`config.mk`:
```
export PLATFORM = sky130hd
export DESIGN_NAME = req_capture_prio_4
export DESIGN_NICKNAME = d
export VERILOG_FILES = /design/src/rtl/req_capture_prio_4.sv
export SDC_FILE = /design/constraint.sdc
export NUM_CORES = 1
export LEC_CHECK = 0
export ABC_AREA = 0
export CAP_MARGIN = 20
export CORE_UTILIZATION = 30
export CTS_BUF_LIST = sky130_fd_sc_hd__clkbuf_8
export CTS_CLUSTER_DIAMETER = 40
export DETAILED_ROUTE_END_ITERATION = 12
export PLACE_DENSITY = 0.58
export SLEW_MARGIN = 15
export SYNTH_ARGS = -nofsm -noshare
export SYNTH_HDL_FRONTEND = slang
export SYNTH_SLANG_ARGS = --single-unit
export TNS_END_PERCENT = 10
```
`constraint.sdc`:
```
create_clock -name clk -period 8.67 [get_ports clk]
set_clock_uncertainty 0.1 [all_clocks]
set_input_delay 1.734 -clock clk [delete_from_list [all_inputs] [get_ports clk]]
set_output_delay 1.734 -clock clk [all_outputs]
set_load 0.005 [all_outputs]
```
`src/rtl/req_capture_prio_4.sv`:
```
// Captures rising edges on four request lines into a sticky pending register and
// hands out the highest-priority pending line as a registered valid/ready code.
module req_capture_prio_4 #(
  parameter int unsigned CNT_W = 8
) (
  input  logic             clk,
  input  logic             rst,
  input  logic [3:0]       req_in,
  input  logic             ready_in,
  input  logic             ovf_clr,
  output logic             valid_out,
  output logic [1:0]       code_out,
  output logic [3:0]       pending_out,
  output logic [3:0]       overflow,
  output logic [CNT_W-1:0] drop_cnt
);

  logic [3:0]       r_req_prev;
  logic             r_armed;
  logic [3:0]       r_pending;
  logic             r_valid;
  logic [1:0]       r_code;
  logic [3:0]       r_overflow;
  logic [CNT_W-1:0] r_drop_cnt;

  logic [3:0]       w_ev;
  logic             w_load;
  logic [3:0]       w_grant;
  logic [1:0]       w_grant_code;
  logic [3:0]       w_drop;
  logic [3:0]       w_pending_d;
  logic             w_valid_d;
  logic [1:0]       w_code_d;
  logic [3:0]       w_overflow_d;
  logic [2:0]       w_ndrop;
  logic [CNT_W-1:0] w_cnt_base;
  logic [CNT_W+2:0] w_cnt_sum;
  logic [CNT_W-1:0] w_drop_cnt_d;

  // The first cycle after reset has no real history, so lines already high are
  // only recorded into req_prev, never treated as events.
  assign w_ev   = req_in & ~r_req_prev & {4{r_armed}};
  assign w_load = ~r_valid | ready_in;

  always_comb begin
    w_grant      = 4'b0000;
    w_grant_code = 2'd0;
    if (w_load) begin
      if (r_pending[3]) begin
        w_grant      = 4'b1000;
        w_grant_code = 2'd3;
      end else if (r_pending[2]) begin
        w_grant      = 4'b0100;
        w_grant_code = 2'd2;
      end else if (r_pending[1]) begin
        w_grant      = 4'b0010;
        w_grant_code = 2'd1;
      end else if (r_pending[0]) begin
        w_grant      = 4'b0001;
        w_grant_code = 2'd0;
      end
    end
  end

  // A new event always wins over the grant clear of the same line.
  always_comb begin
    w_drop      = 4'b0000;
    w_pending_d = r_pending;
    for (int i = 0; i < 4; i++) begin
      w_drop[i]      = w_ev[i] & r_pending[i] & ~w_grant[i];
      w_pending_d[i] = w_ev[i] | (r_pending[i] & ~w_grant[i]);
    end
  end

  always_comb begin
    w_valid_d = r_valid;
    w_code_d  = r_code;
    if (w_load) begin
      w_valid_d = |r_pending;
      if (|r_pending) begin
        w_code_d = w_grant_code;
      end
    end
  end

  always_comb begin
    w_ndrop      = {2'b00, w_drop[0]} + {2'b00, w_drop[1]} +
                   {2'b00, w_drop[2]} + {2'b00, w_drop[3]};
    w_cnt_base   = ovf_clr ? '0 : r_drop_cnt;
    w_overflow_d = (ovf_clr ? 4'b0000 : r_overflow) | w_drop;
    w_cnt_sum    = {3'b000, w_cnt_base} + {{CNT_W{1'b0}}, w_ndrop};
    if (w_cnt_sum > {3'b000, {CNT_W{1'b1}}}) begin
      w_drop_cnt_d = {CNT_W{1'b1}};
    end else begin
      w_drop_cnt_d = w_cnt_sum[CNT_W-1:0];
    end
  end

  always_ff @(posedge clk or posedge rst) begin
    if (rst) begin
      r_req_prev <= 4'b0000;
      r_armed    <= 1'b0;
      r_pending  <= 4'b0000;
      r_valid    <= 1'b0;
      r_code     <= 2'd0;
      r_overflow <= 4'b0000;
      r_drop_cnt <= '0;
    end else begin
      r_req_prev <= req_in;
      r_armed    <= 1'b1;
      r_pending  <= w_pending_d;
      r_valid    <= w_valid_d;
      r_code     <= w_code_d;
      r_overflow <= w_overflow_d;
      r_drop_cnt <= w_drop_cnt_d;
    end
  end

  assign valid_out   = r_valid;
  assign code_out    = r_code;
  assign pending_out = r_pending;
  assign overflow    = r_overflow;
  assign drop_cnt    = r_drop_cnt;

endmodule

```
* After elaboration in Yosys (flattened, before gate mapping)
Cells that the tools add are included.
** Word-level totals
- Register bits after elaboration :: 24
- Input port bits :: 8
- Word-level logic and storage cells :: 51
** Cells by class
- $add $sub $neg :: 4
- $lt $le $gt $ge :: 1
- Multiplexer cells :: 11
- Bitwise logic cells :: 26
- Reduce and logical (&&, ||, !) cells :: 2
** Operator list (number)
- two-way mux 8 bit :: 2
- bitwise AND 1 bit :: 12
- two-way mux 4 bit :: 3
- adder 8 x 3 -> 9 bit :: 1
- > comparator 9 x 8 -> 1 bit, second input constant :: 1
- bitwise AND 4 bit :: 2
- two-way mux 2 bit :: 3
- inverter 1 bit :: 5
- OR 1 bit :: 5
- inverter 4 bit :: 1
- OR 4 bit :: 1
- OR reduction 4 bit :: 1
- adder 2 x 1 -> 3 bit :: 1
- adder 3 x 1 -> 3 bit :: 1
- two-way mux 3 bit :: 1
- adder 1 x 1 -> 2 bit :: 1
- two-way mux 1 bit :: 2
- AND reduction 2 bit :: 1

* Depth between registers and ports, before layout
- Depth after elaboration :: 13
- Depth in mapped cells :: 13
- Gate-level depth less buffers :: 13

* Least setup slack after synthesis
Ideal clock, no wire load.
- Path type :: input to register
- From :: in ready_in
- To :: reg r_drop_cnt[3] (netlist: drop_cnt[3])
- Arrival time :: 3.973 ns
- Data required time :: 8.493 ns
- Slack :: 4.519 ns
- Stages :: 12
- Path buffers :: 0
- Cell sequence :: nand2b_1 nand2_1 o21ai_1 nor2_1 fa_1 inv_1 fa_1 inv_1 fa_1 and4_1 nand4_2 a21oi_1
** On the way
- Longest elaborated chain between the ends :: 10
- Elaborated cells between the ends (all ways) :: 16
** RTL lines
- start: declaration :: line 9 : input logic ready_in,
- OR 1 bit (*) :: line 43 : assign w_load = ~r_valid | ready_in;
- two-way mux 4 bit (*) :: line 48 : if (w_load) begin
- inverter 1 bit :: line 70 : w_drop[i] = w_ev[i] & r_pending[i] & ~w_grant[i];
- bitwise AND 1 bit :: line 70
- adder 1 x 1 -> 2 bit :: line 87 : w_ndrop = {2'b00, w_drop[0]} + {2'b00, w_drop[1]} +
- adder 2 x 1 -> 3 bit :: line 87
- adder 3 x 1 -> 3 bit (*) :: line 88 : {2'b00, w_drop[2]} + {2'b00, w_drop[3]};
- adder 8 x 3 -> 9 bit (*) :: line 91 : w_cnt_sum = {3'b000, w_cnt_base} + {{CNT_W{1'b0}}, w_ndrop};
- > comparator 9 x 8 -> 1 bit :: line 92 : if (w_cnt_sum > {3'b000, {CNT_W{1'b1}}}) begin
- two-way mux 8 bit (*) :: line 92
- net w_drop_cnt_d[3] :: line 38 : logic [CNT_W-1:0] w_drop_cnt_d;
- end signal: assignment :: line 115 : r_drop_cnt <= w_drop_cnt_d;
- end: declaration :: line 24 : logic [CNT_W-1:0] r_drop_cnt;
The timed path passes the listed nets; every way through them passes the cells marked *.
A chain may end at the register's enable or synchronous reset.

* Worst setup path in the final report
Ends and elaborated chain as after synthesis.

==> insert_results.sql <==
INSERT INTO impl_metrics (metric_group, metric, value, unit) VALUES
('synthesis', 'post_synth_inst_count', '99', ''),
('finish', 'layout_commonest_cell', 'sky130_fd_sc_hd__clkdlybuf4s50_1', ''),
('critical_path', 'timing.critical_path.cells', 'clkdlybuf4s50_1, nand2b_1, nand2_1, o21ai_1, nor2_1, fa_1, inv_1, fa_1, inv_1, fa_1, and4_1, nand4_2, a21oi_1', ''),
('critical_path', 'largest_fanout_of_any_net_on_the_critical_path', '5', ''),
('clocking', 'cts_tree', 'yes', ''),
('critical_path', 'path_buf_inv', '3', ''),
('global_routing', 'grt_first_pass_wirelength', '3.60', 'mm'),
('pwr', 'power.static_leakage', '0.000657', 'uW'),
('finish', 'instances_no_fill', '174', ''),
('clocking', 'cts_hold_buffers', '0', ''),
('global_routing', 'gr-total-overflow', '0', ''),
('synthesis', 'synth_warnings', '0', ''),
('pwr', 'worst_ir_drop_vdd', '0.0924', 'mV'),
('status', 'status', 'finished clean', ''),
('clocking', 'cts_max_path_buffers', '2', ''),
('clocking', 'postCtsSetupRepairBufs', '0', ''),
('finish', 'final_cell_mix', '26 x sky130_fd_sc_hd__clkdlybuf4s50_1, 24 x sky130_fd_sc_hd__dfrtp_1, 11 x sky130_fd_sc_hd__nand2_1', ''),
('global_routing', 'grt_start_max_net_pins', '25', ''),
('place', 'placement.io_buffers', '26', ''),
('place', 'dp_cells', '170', ''),
('synthesis', 'yosys_register_bits', '24', ''),
('drt', 'drc_markers', '0', ''),
('timing', 'timing.slew.headroom', '0.406', ''),
('clocking', 'clk_pin_slew_worst_paths', '0.08', 'ns'),
('worst_hold_path', 'holdCritPathClass', 'reg2reg', ''),
('synthesis', 'synth_enable_flop_cells', '0', ''),
('timing', 'sum_of_negative_setup_slack', '0', 'ns'),
('floorplan', 'fp.dieW', '61.9', 'um'),
('place', 'gpl.final_weighted_congestion', '0.695', ''),
('critical_path', 'timing.setup.critical_path_class', 'in2reg', ''),
('critical_path', 'critPathCaptureType', 'flop', ''),
('worst_hold_path', 'worst_hold_path_cell_count', '1', ''),
('drt', 'ant_nets', '0', ''),
('drt', 'first_iter_violations', '23', ''),
('floorplan', 'floorplan.core_area', '3390', 'um2'),
('finish', 'area.sequential', '601', 'um2'),
('finish', 'fin_nets', '141', ''),
('synthesis', 'synth_flop_cell', 'sky130_fd_sc_hd__dfrtp_1', ''),
('critical_path', 'crit_start_category', 'input pin', ''),
('floorplan', 'initial_core_util', '0.318', ''),
('synthesis', 'yosys.cell_types.count', '29', ''),
('floorplan', 'core.rowCount', '21', ''),
('clocking', 'cts_max_level', '1', ''),
('clocking', 'clkSinkCount', '24', ''),
('critical_path', 'timing.critical_path.max_delay_family', 'adder cells', ''),
('floorplan', 'die_area', '3830', 'um2'),
('clocking', 'cts_buffer_count', '3', ''),
('timing', 'finalHoldViolations', '0', ''),
('pwr', 'power-per-cell-area', '185', 'nW/um2'),
('drt', 'viasPerCell', '4.65', ''),
('finish', 'area_delta_synth_final', '35.7', '%'),
('synthesis', 'synthesis.nets', '111', ''),
('timing', 'post-route-min-period', '4.62', 'ns'),
('synthesis', 'seq_area_frac_synth', '0.557', ''),
('timing', 'rsz0062_at_grt', 'false', ''),
('synthesis', 'synthArstFlopShare', '1.00', ''),
('floorplan', 'num_io_pins', '27', ''),
('critical_path', 'worstPathArrival', '4.70', 'ns'),
('critical_path', 'crit_path_max_incr_delay', '0.54', 'ns'),
('clocking', 'cts_root_buf', 'sky130_fd_sc_hd__clkbuf_8', ''),
('critical_path', 'worst-endpoint-required', '8.75', 'ns'),
('timing', 'max_clock_freq', '0.216', 'GHz'),
('critical_path', 'path_depth', '13', ''),
('critical_path', 'worst-r2r-cell-count', '12', ''),
('global_routing', 'antenna_violations_before_repair', '0', ''),
('flow_run', 'drv.max_cap_violation_count', '0', ''),
('finish', 'diodes', '0', ''),
('place', 'post-dp-hpwl', '1.50', 'mm'),
('critical_path', 'crit_slowest_cell', 'sky130_fd_sc_hd__fa_1', ''),
('critical_path', 'worst_path_most_repeated_cell', 'sky130_fd_sc_hd__fa_1', ''),
('drt', 'post_drt_wl_per_cell', '11.9', 'um');
==> layer usage <==
metal	up-vias	track usage	wire [um]
met3	2	0.0373	94
met2	23	0.223	1000
li1	390	-	-
met4	0	0.0286	10
met1	394	0.163	968
met5	-	0	0
==> metrics by stage <==
stage                     instance area [um2]  power (uW)   util  hold WS, ns  worst slack (ns)
after global routing                     1460         285  0.431        0.415              3.84
after CTS                                1460         274  0.431        0.378              4.04
after global placement                   1390         175  0.410        0.347              3.82
after detailed placement                 1390         176  0.410        0.366              3.74
after floorplan                          1080         149      -        0.337              4.52
final                                    1460         270  0.431        0.373              4.05
==> kinds of logic (layout without fill, tap and decap cells) <==
logic type,after synthesis,in the layout,synth area share
and+or+nand+nor,41,41,0.211
DFF,24,24,0.557
AOI/OAI and AO/OA,17,17,0.0976
buffers and inverters,8,37,0.0290
adders and majority gates,4,4,0.0674
xor gates and xnor gates,3,3,0.0244
other,1,1,0.00348
muxes,1,1,0.00929
==> state kept, by name, summed over array words and instances (netlist names) <==
signal       flops
drop_cnt         8
overflow         4
pending_out      4
r_req_prev       4
code_out         2
r_armed          1
valid_out        1
==> final cells by class <==
class / instances / area share
repair buffers: 26 / 0.178
flip-flops and latches: 24 / 0.411
multi-input cells: 67 / 0.305
clock inverters: 1 / 0.0205
inverters: 7 / 0.0180
well taps: 46 / 0.0394
clock buffers: 3 / 0.0283
==> Yosys cell counts, drive strengths merged (2+ instances only) <==
library cell / instances / area share
nand2b: 4 / 0.023
xnor2: 2 / 0.016
o21ai: 8 / 0.041
nand3b: 3 / 0.021
fa: 3 / 0.056
nand2: 11 / 0.038
o22ai: 4 / 0.023
nor2b: 5 / 0.036
inv: 7 / 0.024
a21oi: 2 / 0.0093
nand3: 3 / 0.014
dfrtp: 24 / 0.56
nor2: 10 / 0.035
==> power breakdown <==
part	total [uW]	internal [uW]	switching (uW)
Sequential	129	122	7.15
Combinational	43.7	25.2	18.4
Clock	97.1	61.7	35.4
Total	270	209	60.9
==> worst paths after layout <==
check | slack, ns | endpoint | startpoint
max reg2reg | 5.54 | drop_cnt[3] | pending_out[2]
min | 0.37 | pending_out[2] | r_req_prev[2]
min in group asynchronous | 1.86 | r_req_prev[0] | rst
max | 4.05 | drop_cnt[3] | ready_in
max in group asynchronous | 6.06 | drop_cnt[2] | rst
min reg2reg | 0.37 | pending_out[2] | r_req_prev[2]
No activity file was read; power rests on OpenSTA's default activity.
==> RTL change 1 (same flow settings) <==
`CNT_W`: 8 -> 9.
--- a/src/rtl/req_capture_prio_4.sv
+++ b/src/rtl/req_capture_prio_4.sv
@@ -1,7 +1,7 @@
 // Captures rising edges on four request lines into a sticky pending register and
 // hands out the highest-priority pending line as a registered valid/ready code.
 module req_capture_prio_4 #(
-  parameter int unsigned CNT_W = 8
+  parameter int unsigned CNT_W = 9
 ) (
   input  logic             clk,
   input  logic             rst,
Ports: changed (resized drop_cnt); port bits go from 27 to 28. No check against the original RTL was run, so the function may have changed too.
==> RTL change 1 against the unedited design <==
Highest routed layer unchanged. Worst hold slack better by 0.049 ns. Wire length is 7.8% higher. Setup slack worse by 0.031 ns. Critical endpoint is now drop_cnt[6]$_DFF_PP0_. Global-route usage is 0.21 points higher. Sequential cell count is 1 higher. Design area is 6.0% higher. Synthesized area is 6.4% higher. Sequential share of layout area is 0.71 points lower. Count of clock-buffer cells in the layout stayed put. Final cell count is 8.6% higher. Power is 7.1% lower. Synthesized cell count is 11% higher. Utilization is 0.81 points lower.
==> RTL change 1: results (changes against the unedited design) <==
run_status:
  status: "complete, no violations"
power_and_ir_drop:
  p_leak_nw: 0.700  # +6.5%
  powerClk_uw: 71.2  # -27%
  ir_drop_uv: 75.2  # -19%
  power_uw: 251  # -7.1%
  p_int_uw: 186  # -11%
hold_path:
  hold_end: "code_out[0]$_DFFE_PP0P_"
  hold_start: "pending_out[2]$_DFF_PP0_"
layout:
  layout-drive-gt1-share: 0.0567  # -0.0214
  largest_reg_flops: 9  # +1
  fin_nets: 154  # +9.2%
global_route:
  grt_usage: 0.132  # +0.00211
  grt_pass1_vias: 901  # +5.5%
  grt_max_degree: 26  # +4.0%
  grt_pass1_wl_um: 4180  # +16%
place:
  port_buffers: 27  # +3.8%
  dp_worst_setup_slack_ns: 3.72  # -0.0203 ns
  gp_congestion: 0.758  # +9.0%
  detailed_place.area_um2: 1470  # +5.9%
  dp.cells: 184  # +8.2%
logic_synthesis:
  syn_nets: 122  # +9.9%
  synth_top_cell_by_area: "dfrtp_1"
  synth_seq_area_share: 0.546  # -0.0116
  synth_cells: 110  # +11%
  synth.mux.area_fraction: 0.0175  # +0.00818
  synth_xor_area_frac: 0.0153  # -0.00911
  synthAdderAreaFrac: 0.0633  # -0.00404
  synth_commonest_cells: "dfrtp_1 (25), nand2_1 (13), nor2_1 (12)"
  yosysUniqueCellTypes: 28  # -3.4%
  synth.area.top_cells: "dfrtp_1 (55%), fa_1 (5.2%), nand2_1 (4.3%)"
detailed_routing:
  wl_um: 2240  # +7.8%
  viasPerCell: 4.51  # -2.9%
  firstDrtPassIters: 4  # +1
  met1_length_um: 1100  # +14%
  drt-initial-drc-count: 16  # -30%
  routed-wl-met2_um: 1030  # +2.4%
  dr.max_layer_used: "met4"
  drt-wirelength-per-cell_um: 11.8  # -0.79%
  met3_length_um: 58  # -38%
setup_path:
  rr_endpoint: "drop_cnt[6]$_DFF_PP0_"
  cp_max_fo: 4  # -1
  r2r_start: "pending_out[3]$_DFF_PP0_"
  crit_arrival_ns: 4.74  # +0.04 ns
  ff2ff_setup_slack_ns: 5.48  # -0.06 ns
  crit_path_max_incr_delay_ns: 0.58  # +0.04 ns
cts:
  ctsResizeCount: 0  # unchanged
timing:
  timing.hold.ws_ns: 0.423  # +0.0495 ns
  worst_pin_slew_ns: 0.530  # -0.360 ns
die:
  start_util: 0.313  # -0.00477
## RTL change 1: worst max-delay path by stage
stage                     startpoint               endpoint  slack [ns]  depth (start not counted)
after global routing        ready_in  drop_cnt[6]$_DFF_PP0_        3.72                         13
after CTS                   ready_in  drop_cnt[6]$_DFF_PP0_        4.01                         13
after floorplan             ready_in  drop_cnt[8]$_DFF_PP0_        4.44                         12
final                       ready_in  drop_cnt[6]$_DFF_PP0_        4.01                         13
after global placement      ready_in  drop_cnt[6]$_DFF_PP0_        3.81                         13
after detailed placement    ready_in  drop_cnt[8]$_DFF_PP0_        3.72                         13
## RTL change 1: cell type report
type,instances,area [µm²]
Fill cell,353,2110
Inverter,8,30.0
Multi-Input combinational cell,76,487
Clock buffer,3,41.3
Clock inverter,1,7.51
Sequential cell,25,626
Tap cell,48,60.1
Timing Repair Buffer,28,298
## RTL change 1: metal layers
layer	global-route usage	vias up
li1	-	426
met1	0.177	406
met2	0.202	16
met3	0.0232	5
met4	0.0682	0
met5	0	-
==> RTL change 2 (same settings) <==
Without the edit above. Take the reset off `r_pending` and load it in a clocked block of its own.
--- a/src/rtl/req_capture_prio_4.sv
+++ b/src/rtl/req_capture_prio_4.sv
@@ -100,7 +100,6 @@
     if (rst) begin
       r_req_prev <= 4'b0000;
       r_armed    <= 1'b0;
-      r_pending  <= 4'b0000;
       r_valid    <= 1'b0;
       r_code     <= 2'd0;
       r_overflow <= 4'b0000;
@@ -108,12 +107,15 @@
     end else begin
       r_req_prev <= req_in;
       r_armed    <= 1'b1;
-      r_pending  <= w_pending_d;
       r_valid    <= w_valid_d;
       r_code     <= w_code_d;
       r_overflow <= w_overflow_d;
       r_drop_cnt <= w_drop_cnt_d;
     end
+  end
+
+  always_ff @(posedge clk) begin
+    r_pending <= w_pending_d;
   end
 
   assign valid_out   = r_valid;
Behaviour: differs if rst is asserted again (counterexample within 4 cycles, from zero or initial values and one cycle with rst high); with rst held inactive, the same outputs for 10 cycles.
==> RTL change 2 against the unedited design <==
Highest routed layer unchanged. Maximum frequency rose by 0.43%. Synthesized area fell by 1.9%. Critical endpoint unchanged. Wire length fell by 1.3%. Sequential cell count did not move. Power fell by 0.90%. First-iteration DRC count fell by 13%. Setup slack improved by 0.020 ns. Design area fell by 1.4%.
==> RTL change 2: results (changes against the unedited design) <==
cts:
  cts_buffers: 3  # unchanged
  cts_setup_buffers: 0  # unchanged
  htreeDepth: 1  # unchanged
  root_buffer: "clkbuf_8"
  clk_pin_slew_ns: 0.08  # about the same
  clockBufferDepth: 2  # unchanged
  ctsResizeCount: 0  # unchanged
global_route:
  grt_usage: 0.121  # -0.00871
  grt_antenna_before_repair: 0  # unchanged
  grt_pass1_vias: 815  # -4.6%
  gr-usage-met3: 0.0252  # -0.0121
  grt_util_met1: 0.163  # about the same
  grt_max_degree: 21  # -16%
  met2_usage: 0.202  # -0.0209
  grt_pass1_wl_um: 3370  # -6.3%
logic_synthesis:
  yosysWarnings: 0  # unchanged
  synth_xor_area_frac: 0.0249  # +0.000462
  synth.area.top_cells: "dfrtp_1 (47%), dfxtp_1 (7.6%), fa_1 (5.7%)"
  synth-compound-area-share: 0.0994  # +0.00185
  yosysUniqueCellTypes: 30  # +3.4%
  synth_commonest_cells: "dfrtp_1 (20), nand2_1 (11), nor2_1 (10)"
  syn_area_um2: 1060  # -1.9%
  synth_flop_cell: "dfrtp_1"
  synthAdderAreaFrac: 0.0686  # +0.00128
  syn_nets: 111  # unchanged
  synth_seq_area_share: 0.549  # -0.00838
  synth.mux.area_fraction: 0.00947  # +0.000176
  synthArstFlopShare: 0.833  # -0.167
hold_path:
  min_path_cells: 1  # unchanged
  hold_end: "pending_out[2]$_DFF_P_"
  hold_start: "r_req_prev[2]$_DFF_PP0_"
detailed_routing:
  viasPerCell: 4.53  # -2.5%
  firstDrtPassIters: 4  # +1
  detail-route-antenna-nets: 0  # unchanged
  drt-initial-drc-count: 20  # -13%
  drt-wirelength-per-cell_um: 11.8  # -1.3%
place:
  port_buffers: 26  # unchanged
  dp_worst_setup_slack_ns: 3.77  # +0.0228 ns
  gp_congestion: 0.725  # +4.4%
  dpl.hpwl_um: 1570  # +4.1%
layout:
  n_fill_cell: 349  # +9.1%
  fin_nets: 141  # unchanged
  largest_reg_flops: 8  # unchanged
  diodes: 0  # unchanged
setup_path:
  ff2ff_setup_slack_ns: 5.65  # +0.11 ns
  crit_family: "adder cells"
  crit_path_max_incr_delay_ns: 0.54  # about the same
  r2r_cells: 12  # unchanged
  r2r_start: "valid_out$_DFFE_PP0N_"
  rr_endpoint: "drop_cnt[3]$_DFF_PP0_"
job:
  drv_cap: 0  # unchanged
run_status:
  status: "complete, no violations"
power_and_ir_drop:
  p_leak_nw: 0.639  # -2.7%
  ir_drop_uv: 62.5  # -32%
timing:
  finalCritPeriodShare: 0.531  # -0.00230
  setup_viol: 0  # unchanged
  worst_pin_slew_ns: 0.765  # -0.126 ns
RTL change 2: cell types whose count changed after synthesis, sizes merged:
cell	change
dfxtp	+4
dfrtp	-4
RTL change 2: metal layers:
metal,vias up,wire length (µm)
met1,379,987
met2,19,970
met4,0,10
li1,389,-
met5,-,0
met3,2,79
RTL change 2: report_power, final:
part / switching (mW) / internal [mW]
combinational: 0.0184 / 0.0253
sequential: 0.00717 / 0.122
clock: 0.0332 / 0.0616
RTL change 2: worst max path at each step:
stage | endpoint | from | cells after the start
2_1_floorplan | drop_cnt[3]$_DFF_PP0_ | ready_in | 12
3_3_place_gp | drop_cnt[3]$_DFF_PP0_ | ready_in | 13
3_5_place_dp | drop_cnt[3]$_DFF_PP0_ | ready_in | 13
4_1_cts | drop_cnt[3]$_DFF_PP0_ | ready_in | 13
5_1_grt | drop_cnt[3]$_DFF_PP0_ | ready_in | 13
6_report | drop_cnt[3]$_DFF_PP0_ | ready_in | 13
RTL change 2: through the flow:
stage	instances	power (mW)	hold slack (ns)	instance area [µm²]
after detailed placement	170	0.176	0.358	1370
after CTS	174	0.271	0.369	1440
after global placement	170	0.174	0.352	1370
final	174	0.267	0.363	1440
after floorplan	99	0.149	0.340	1060
after global routing	174	0.283	0.382	1440
RTL change 2: layout make-up:
cell class,count,share of cell area
Multi-Input combinational cell,67,0.309
Sequential cell,24,0.403
Inverter,7,0.0182
Timing Repair Buffer,26,0.181
Clock buffer,3,0.0286
Clock inverter,1,0.0208
Tap cell,46,0.0399
RTL change 2: logic make-up (layout without fill, tap and decap cells):
family	Yosys count	count (layout)
xor+xnor	3	3
mux	1	1
buf+inv	8	37
fa+ha+maj	4	4
compound gates	17	17
simple gates	41	41
flops	24	24
other cells	1	1
